===== config.mk =====
export PLATFORM = sky130hd
export DESIGN_NAME = dds_sweep_controller
export DESIGN_NICKNAME = d
export VERILOG_FILES = /design/src/rtl/dds_sweep_controller.sv
export SDC_FILE = /design/constraint.sdc
export NUM_CORES = 1
export LEC_CHECK = 0
export CAP_MARGIN = 20
export CORE_UTILIZATION = 38
export DETAILED_ROUTE_END_ITERATION = 8
export SLEW_MARGIN = 0
export SYNTH_ARGS = -nofsm -noshare
export SYNTH_HDL_FRONTEND = slang
export SYNTH_SLANG_ARGS = --single-unit

===== constraint.sdc =====
create_clock -name clk -period 14.6 [get_ports clk]
set_clock_uncertainty 0.2 [all_clocks]
set_input_delay 4.38 -clock clk [delete_from_list [all_inputs] [get_ports clk]]
set_output_delay 4.38 -clock clk [all_outputs]
set_load 0.05 [all_outputs]

===== src/rtl/dds_sweep_controller.sv =====
// ---------------------------------------------------------------------------
// dds_sweep_controller
//
// Steps the DDS frequency tuning word from a start word to a stop word. Each
// word is held for a programmable number of clocks. Single, repeating and
// triangle sweeps are supported. In IDLE the last word is held.
//
// Ports:
//   clk        in  1        system clock, rising edge
//   reset      in  1        asynchronous, active-low reset
//   cfg_start  in  W        sweep start word
//   cfg_stop   in  W        sweep stop word
//   cfg_step   in  W        increment per step
//   cfg_dwell  in  DWELL_W  clocks each word is held
//   cfg_mode   in  2        0 single, 1 repeat, 2 triangle, 3 illegal
//   cfg_load   in  1        pulse: latch cfg_* into shadow registers (IDLE only)
//   start      in  1        pulse: begin sweep
//   abort      in  1        pulse: stop sweep, hold current word
//   step_word  out W        tuning word to the phase accumulator
//   word_valid out 1        pulse whenever step_word changes
//   busy       out 1        sweep in progress
//   done       out 1        pulse at normal completion of a single sweep
//   cfg_err    out 1        sticky: shadow configuration invalid
// ---------------------------------------------------------------------------
module dds_sweep_controller #(
    parameter int              W            = 32,
    parameter int              DWELL_W      = 24,
    parameter logic [W-1:0]    DEFAULT_WORD = 32'd171798691
) (
    input  logic               clk,
    input  logic               reset,
    input  logic [W-1:0]       cfg_start,
    input  logic [W-1:0]       cfg_stop,
    input  logic [W-1:0]       cfg_step,
    input  logic [DWELL_W-1:0] cfg_dwell,
    input  logic [1:0]         cfg_mode,
    input  logic               cfg_load,
    input  logic               start,
    input  logic               abort,
    output logic [W-1:0]       step_word,
    output logic               word_valid,
    output logic               busy,
    output logic               done,
    output logic               cfg_err
);

    typedef enum logic [1:0] {
        S_IDLE = 2'd0,
        S_UP   = 2'd1,
        S_DOWN = 2'd2
    } state_t;

    localparam logic [1:0] MODE_SINGLE   = 2'd0;
    localparam logic [1:0] MODE_REPEAT   = 2'd1;
    localparam logic [1:0] MODE_TRIANGLE = 2'd2;
    localparam logic [1:0] MODE_ILLEGAL  = 2'd3;

    // Upward step clamped at lim; the sum is W+1 bits so a carry clamps too.
    function automatic logic [W-1:0] f_step_up(input logic [W-1:0] cur,
                                               input logic [W-1:0] inc,
                                               input logic [W-1:0] lim);
        logic [W:0] sum;
        sum = {1'b0, cur} + {1'b0, inc};
        if (sum[W] || (sum[W-1:0] > lim)) begin
            return lim;
        end else begin
            return sum[W-1:0];
        end
    endfunction

    // Downward step clamped at lim; a borrow in the W+1 bit difference clamps.
    function automatic logic [W-1:0] f_step_down(input logic [W-1:0] cur,
                                                 input logic [W-1:0] dec,
                                                 input logic [W-1:0] lim);
        logic [W:0] diff;
        diff = {1'b0, cur} - {1'b0, dec};
        if (diff[W] || (diff[W-1:0] < lim)) begin
            return lim;
        end else begin
            return diff[W-1:0];
        end
    endfunction

    // Registers
    state_t             r_state;
    logic [W-1:0]       r_word;
    logic               r_valid;
    logic               r_busy;
    logic               r_done;
    logic               r_cfg_err;
    logic [DWELL_W-1:0] r_cnt;
    logic [W-1:0]       r_sh_start;
    logic [W-1:0]       r_sh_stop;
    logic [W-1:0]       r_sh_step;
    logic [DWELL_W-1:0] r_sh_dwell;
    logic [1:0]         r_sh_mode;

    // Combinational next values
    state_t             w_state_nxt;
    logic [W-1:0]       w_word_nxt;
    logic [DWELL_W-1:0] w_cnt_nxt;
    logic               w_done_nxt;
    logic               w_start_ev;
    logic               w_valid_nxt;
    logic               w_busy_nxt;
    logic               w_start_ok;
    logic               w_load_ok;
    logic               w_cfg_bad;
    logic [W-1:0]       w_up_word;
    logic [W-1:0]       w_dn_word;
    logic [DWELL_W-1:0] w_dwell_rld;

    // Loads are only taken while idle; a simultaneous load suppresses start,
    // and abort always wins over start.
    assign w_load_ok   = cfg_load && (r_state == S_IDLE);
    assign w_start_ok  = start && !abort && !cfg_load && !r_cfg_err && (r_state == S_IDLE);
    assign w_cfg_bad   = (cfg_step == {W{1'b0}}) || (cfg_dwell == {DWELL_W{1'b0}}) ||
                         (cfg_start > cfg_stop) || (cfg_mode == MODE_ILLEGAL);
    assign w_dwell_rld = r_sh_dwell - {{(DWELL_W-1){1'b0}}, 1'b1};
    assign w_up_word   = f_step_up(r_word, r_sh_step, r_sh_stop);
    assign w_dn_word   = f_step_down(r_word, r_sh_step, r_sh_start);

    // Shadow configuration registers and sticky configuration error.
    always_ff @(posedge clk or negedge reset) begin
        if (!reset) begin
            r_sh_start <= DEFAULT_WORD;
            r_sh_stop  <= DEFAULT_WORD;
            r_sh_step  <= {{(W-1){1'b0}}, 1'b1};
            r_sh_dwell <= {{(DWELL_W-1){1'b0}}, 1'b1};
            r_sh_mode  <= MODE_SINGLE;
            r_cfg_err  <= 1'b0;
        end else if (w_load_ok) begin
            r_sh_start <= cfg_start;
            r_sh_stop  <= cfg_stop;
            r_sh_step  <= cfg_step;
            r_sh_dwell <= cfg_dwell;
            r_sh_mode  <= cfg_mode;
            r_cfg_err  <= w_cfg_bad;
        end else begin
            r_sh_start <= r_sh_start;
            r_sh_stop  <= r_sh_stop;
            r_sh_step  <= r_sh_step;
            r_sh_dwell <= r_sh_dwell;
            r_sh_mode  <= r_sh_mode;
            r_cfg_err  <= r_cfg_err;
        end
    end

    // State register plus registered datapath and outputs.
    always_ff @(posedge clk or negedge reset) begin
        if (!reset) begin
            r_state <= S_IDLE;
            r_word  <= DEFAULT_WORD;
            r_cnt   <= {DWELL_W{1'b0}};
            r_valid <= 1'b0;
            r_busy  <= 1'b0;
            r_done  <= 1'b0;
        end else begin
            r_state <= w_state_nxt;
            r_word  <= w_word_nxt;
            r_cnt   <= w_cnt_nxt;
            r_valid <= w_valid_nxt;
            r_busy  <= w_busy_nxt;
            r_done  <= w_done_nxt;
        end
    end

    // Next-state logic: dwell countdown and step decisions.
    always_comb begin
        w_state_nxt = r_state;
        w_word_nxt  = r_word;
        w_cnt_nxt   = r_cnt;
        w_done_nxt  = 1'b0;
        w_start_ev  = 1'b0;
        case (r_state)
            S_IDLE: begin
                if (w_start_ok) begin
                    w_state_nxt = S_UP;
                    w_word_nxt  = r_sh_start;
                    w_cnt_nxt   = w_dwell_rld;
                    w_start_ev  = 1'b1;
                end else begin
                    w_state_nxt = S_IDLE;
                end
            end
            S_UP: begin
                if (abort) begin
                    w_state_nxt = S_IDLE;
                end else if (r_cnt != {DWELL_W{1'b0}}) begin
                    w_cnt_nxt = r_cnt - {{(DWELL_W-1){1'b0}}, 1'b1};
                end else begin
                    w_cnt_nxt = w_dwell_rld;
                    if (r_word == r_sh_stop) begin
                        case (r_sh_mode)
                            MODE_SINGLE: begin
                                w_state_nxt = S_IDLE;
                                w_done_nxt  = 1'b1;
                            end
                            MODE_REPEAT: begin
                                w_word_nxt = r_sh_start;
                            end
                            MODE_TRIANGLE: begin
                                w_state_nxt = S_DOWN;
                                w_word_nxt  = w_dn_word;
                            end
                            default: begin
                                w_state_nxt = S_IDLE;
                            end
                        endcase
                    end else begin
                        w_word_nxt = w_up_word;
                    end
                end
            end
            S_DOWN: begin
                if (abort) begin
                    w_state_nxt = S_IDLE;
                end else if (r_cnt != {DWELL_W{1'b0}}) begin
                    w_cnt_nxt = r_cnt - {{(DWELL_W-1){1'b0}}, 1'b1};
                end else begin
                    w_cnt_nxt = w_dwell_rld;
                    if (r_word == r_sh_start) begin
                        w_state_nxt = S_UP;
                        w_word_nxt  = w_up_word;
                    end else begin
                        w_word_nxt = w_dn_word;
                    end
                end
            end
            default: begin
                w_state_nxt = S_IDLE;
            end
        endcase
    end

    // Output decode: word_valid fires on sweep start and on any word change.
    always_comb begin
        w_valid_nxt = 1'b0;
        w_busy_nxt  = 1'b0;
        if (w_start_ev) begin
            w_valid_nxt = 1'b1;
        end else if ((r_state != S_IDLE) && (w_word_nxt != r_word)) begin
            w_valid_nxt = 1'b1;
        end else begin
            w_valid_nxt = 1'b0;
        end
        w_busy_nxt = (w_state_nxt != S_IDLE);
    end

    assign step_word  = r_word;
    assign word_valid = r_valid;
    assign busy       = r_busy;
    assign done       = r_done;
    assign cfg_err    = r_cfg_err;

endmodule


==> impl_metrics.toml <==
[routing]
drtIter0Drc = 1974
drt-total-wl_um = 83100
met3_routed_wirelength_um = 5960
drc_violation_count_after_routing = 0
routed_via_count = 17707
top_layer = "met4"
met2RoutedLength_um = 38000
route.detailed.wl_per_inst_um = 28.8
route.detailed.vias_per_inst = 6.14
route.antenna.remaining_nets = 0
first_pass_iters = 6
routedLengthMet1_um = 36000

[critical_path]
timing.critical_path.arrival_ns = 9.24
worstReg2RegStart = "step_word[0]"
worstSetupPathType = "primary input to flop"
ff2ff_setup_slack_ns = 5.64
startpoint_type = "primary input"
rr_endpoint = "word_valid"
worstPathRequired_ns = 14.77
crit_fanout = 16
rr_worst_depth = 25
critPathCaptureType = "flop"

[clock_tree]
clk_path_buf_depth = 2
clk-insertion-delay-late_ns = 0.52
total_clock_buffers_created_by_cts = 17
cts_tree = "built"
clkTransAtPathRegs_ns = 0.09
cts_num_sinks = 184
holdBufCountCts = 0
cts_setup_buffers = 0
cts_root_buf = "sky130_fd_sc_hd__clkbuf_16"
post_cts.resized_instances = 0
htree_num_levels = 4

[sta]
final.min_clock_period_ns = 9.08
finalMaxSlewViolations = 0
setup_viol = 0
final_min_period_over_clock_period = 0.622
maximum_clock_rate_ghz = 0.110
worst_pin_slew_ns = 1.17
setup_tns_ns = 0
timing_hold_violations_final = 0
grt_setup_unrepaired = "false"
max-slew-margin-rel = 0.203

[global_route]
grt_remaining_overflow = 0
grt_start_max_net_pins = 91
wire_length_of_the_first_global_routing_pass_um = 120000
grt_pass1_vias = 17388
track_usage = 0.351
antenna_found_initial = 5

[power]
ir_drop_mv = 0.109
power_leakage_nw = 8.42
pwr_dens_mw_per_mm2 = 161

[hold_path]
hold_path_end = "r_sh_stop[12]"
hold_path.class = "flop to flop"
min_delay_path_depth = 2
timing.hold.worst.start = "r_sh_stop[12]"

[yosys]
yosys.area_share.simple = 0.175
yosys.cell_types.count = 113
yosys-top-cells-area = "sky130_fd_sc_hd__dfrtp_1 (20%), sky130_fd_sc_hd__ha_1 (12%), sky130_fd_sc_hd__dfstp_2 (6.5%)"
yosys_warnings = 0
synthDominantAreaCellType = "sky130_fd_sc_hd__dfrtp_1"
yosys-top-cells-count = "sky130_fd_sc_hd__inv_1 (202), sky130_fd_sc_hd__a21oi_1 (187), sky130_fd_sc_hd__nand2_1 (174)"
synth_compound_gate_area_share = 0.234
synth_top_area_frac = 0.197
yosys_register_bits = 184
post_synth_mux_area_share = 0.0642
synth_nets = 2461
postSynthCellCount = 2164
synth_sequential_area_ratio = 0.262
synth_top_flop_cell = "sky130_fd_sc_hd__dfrtp_1"
async_reset_ff_frac = 1.00
yosys.area_share.xor_xnor = 0.0690
synth_top_family_by_area = "compound AO/OA/AOI/OAI gates"
synth.avg_cell_area_um2 = 8.22
synth.cell_area_mm2 = 0.0178
post-synth-top-count-cell = "sky130_fd_sc_hd__inv_1"
synth_edf_count = 0
yosys.area_share.adder = 0.120

[die]
floorplan.rows = 78
initial_utilization = 0.388
design.portCount = 163
fp.dieArea_mm2 = 0.0477
core-area_mm2 = 0.0458
die_width_um = 218
die_h_um = 218

[place]
buffer_ports.inserted = 162
place_hpwl_um = 66700
place_area_mm2 = 0.0198
final_weighted_congestion_in_routability_driven_placement = 1.09

[finish]
n_fill_cell = 4646
finish.net_count = 2565
finalInstanceArea_mm2 = 0.0204
areaGrowthSynthToFinish_pct = 14.8
final_layout_size_suffix_gt1_frac = 0.114

[outcome]
run_status = "complete, no violations"

[run]
timing.max_cap.violations = 0
==> logic make-up after synthesis <==
| family | count (synthesis) |
|---|---|
| multiplexers | 101 |
| AND/OR/NAND/NOR | 625 |
| AO/OA/AOI/OAI | 641 |
| buffers and inverters | 303 |
| XOR/XNOR | 140 |
| flip-flops | 184 |
| adder cells (fa/ha/maj) | 170 |
==> report_power, final <==
group / total [W] / internal, W / switching [W]
Combinational: 0.00194 / 0.000666 / 0.00128
Clock: 0.000509 / 0.000263 / 0.000246
Sequential: 0.000825 / 0.000616 / 0.000209
Total: 0.00328 / 0.00155 / 0.00173
==> through the flow <==
stage	hold slack (ns)	std cells	util	power, W	setup WS, ns
6_report	0.317	2885	0.446	0.00328	5.52
2_1_floorplan	0.271	2164	-	0.00200	7.15
4_1_cts	0.323	2880	0.445	0.00324	5.71
5_1_grt	0.338	2881	0.446	0.00344	5.32
3_3_place_gp	0.297	2848	0.432	0.00270	5.19
3_5_place_dp	0.312	2848	0.432	0.00271	5.20
==> worst max-delay path by stage <==
| stage | start | end | slack (ns) |
|---|---|---|---|
| floorplan | abort | word_valid | 7.15 |
| CTS | abort | word_valid | 5.71 |
| finish | abort | word_valid | 5.52 |
| global placement | abort | word_valid | 5.19 |
| global route | abort | word_valid | 5.32 |
| detailed placement | abort | word_valid | 5.20 |
==> state kept, by name, summed over array words and instances (netlist names), 2 cells and up <==
register	flops
r_cnt	24
r_sh_dwell	24
r_sh_mode	2
r_sh_start	32
r_sh_step	32
r_sh_stop	32
r_state	2
step_word	32
==> routing by layer <==
layer  global-route usage  up-vias
met1                0.474     8715
li1                     -     8023
met2                0.563      824
met3               0.0491      145
met4                0.139        0
met5                    0        -
==> layout by cell type, fill, tap and decap left out, types with 24 or more instances in the layout <==
master | Yosys | routed
sky130_fd_sc_hd__dfrtp_1 | 140 | 140
sky130_fd_sc_hd__o21ai_0 | 171 | 171
sky130_fd_sc_hd__dfstp_2 | 44 | 44
sky130_fd_sc_hd__clkdlybuf4s50_1 | 0 | 161
sky130_fd_sc_hd__inv_1 | 202 | 202
sky130_fd_sc_hd__xnor2_1 | 127 | 127
sky130_fd_sc_hd__nand3_1 | 48 | 48
sky130_fd_sc_hd__a21oi_1 | 187 | 187
sky130_fd_sc_hd__nor2_1 | 149 | 149
sky130_fd_sc_hd__nand4_1 | 48 | 48
sky130_fd_sc_hd__ha_1 | 168 | 168
sky130_fd_sc_hd__nor3_1 | 50 | 49
sky130_fd_sc_hd__nor2b_1 | 24 | 24
sky130_fd_sc_hd__nor4_1 | 37 | 37
sky130_fd_sc_hd__o211ai_1 | 26 | 26
sky130_fd_sc_hd__nand2_1 | 174 | 173
sky130_fd_sc_hd__mux2_2 | 96 | 96
==> worst max-delay path, cell delays in order <==
cell,delay (ns)
sky130_fd_sc_hd__clkdlybuf4s50_1,0.53
sky130_fd_sc_hd__nor3_1,0.26
sky130_fd_sc_hd__nand4b_1,0.20
sky130_fd_sc_hd__nor3_2,0.16
sky130_fd_sc_hd__buf_4,0.35
sky130_fd_sc_hd__nand2_1,0.30
sky130_fd_sc_hd__a21oi_2,0.51
sky130_fd_sc_hd__o211a_1,0.55
sky130_fd_sc_hd__a221o_1,0.28
sky130_fd_sc_hd__a21oi_1,0.11
sky130_fd_sc_hd__a32oi_1,0.21
sky130_fd_sc_hd__nand3_1,0.10
sky130_fd_sc_hd__a2111oi_0,0.54
sky130_fd_sc_hd__nand3_1,0.17
sky130_fd_sc_hd__nor4_1,0.35
sky130_fd_sc_hd__a41oi_1,0.21
==> cell type report <==
cell class	instances	area, um^2	share of cell area
diodes	4	10.0	0.000491
clock buffers	20	447	0.0219
clock inverters	12	154	0.00754
inverters	204	766	0.0375
multi-input cells	1677	11800	0.579
flip-flops and latches	184	4660	0.228
well taps	600	751	0.0368
repair buffers	184	1810	0.0887
No activity file was read; power rests on OpenSTA's default activity.
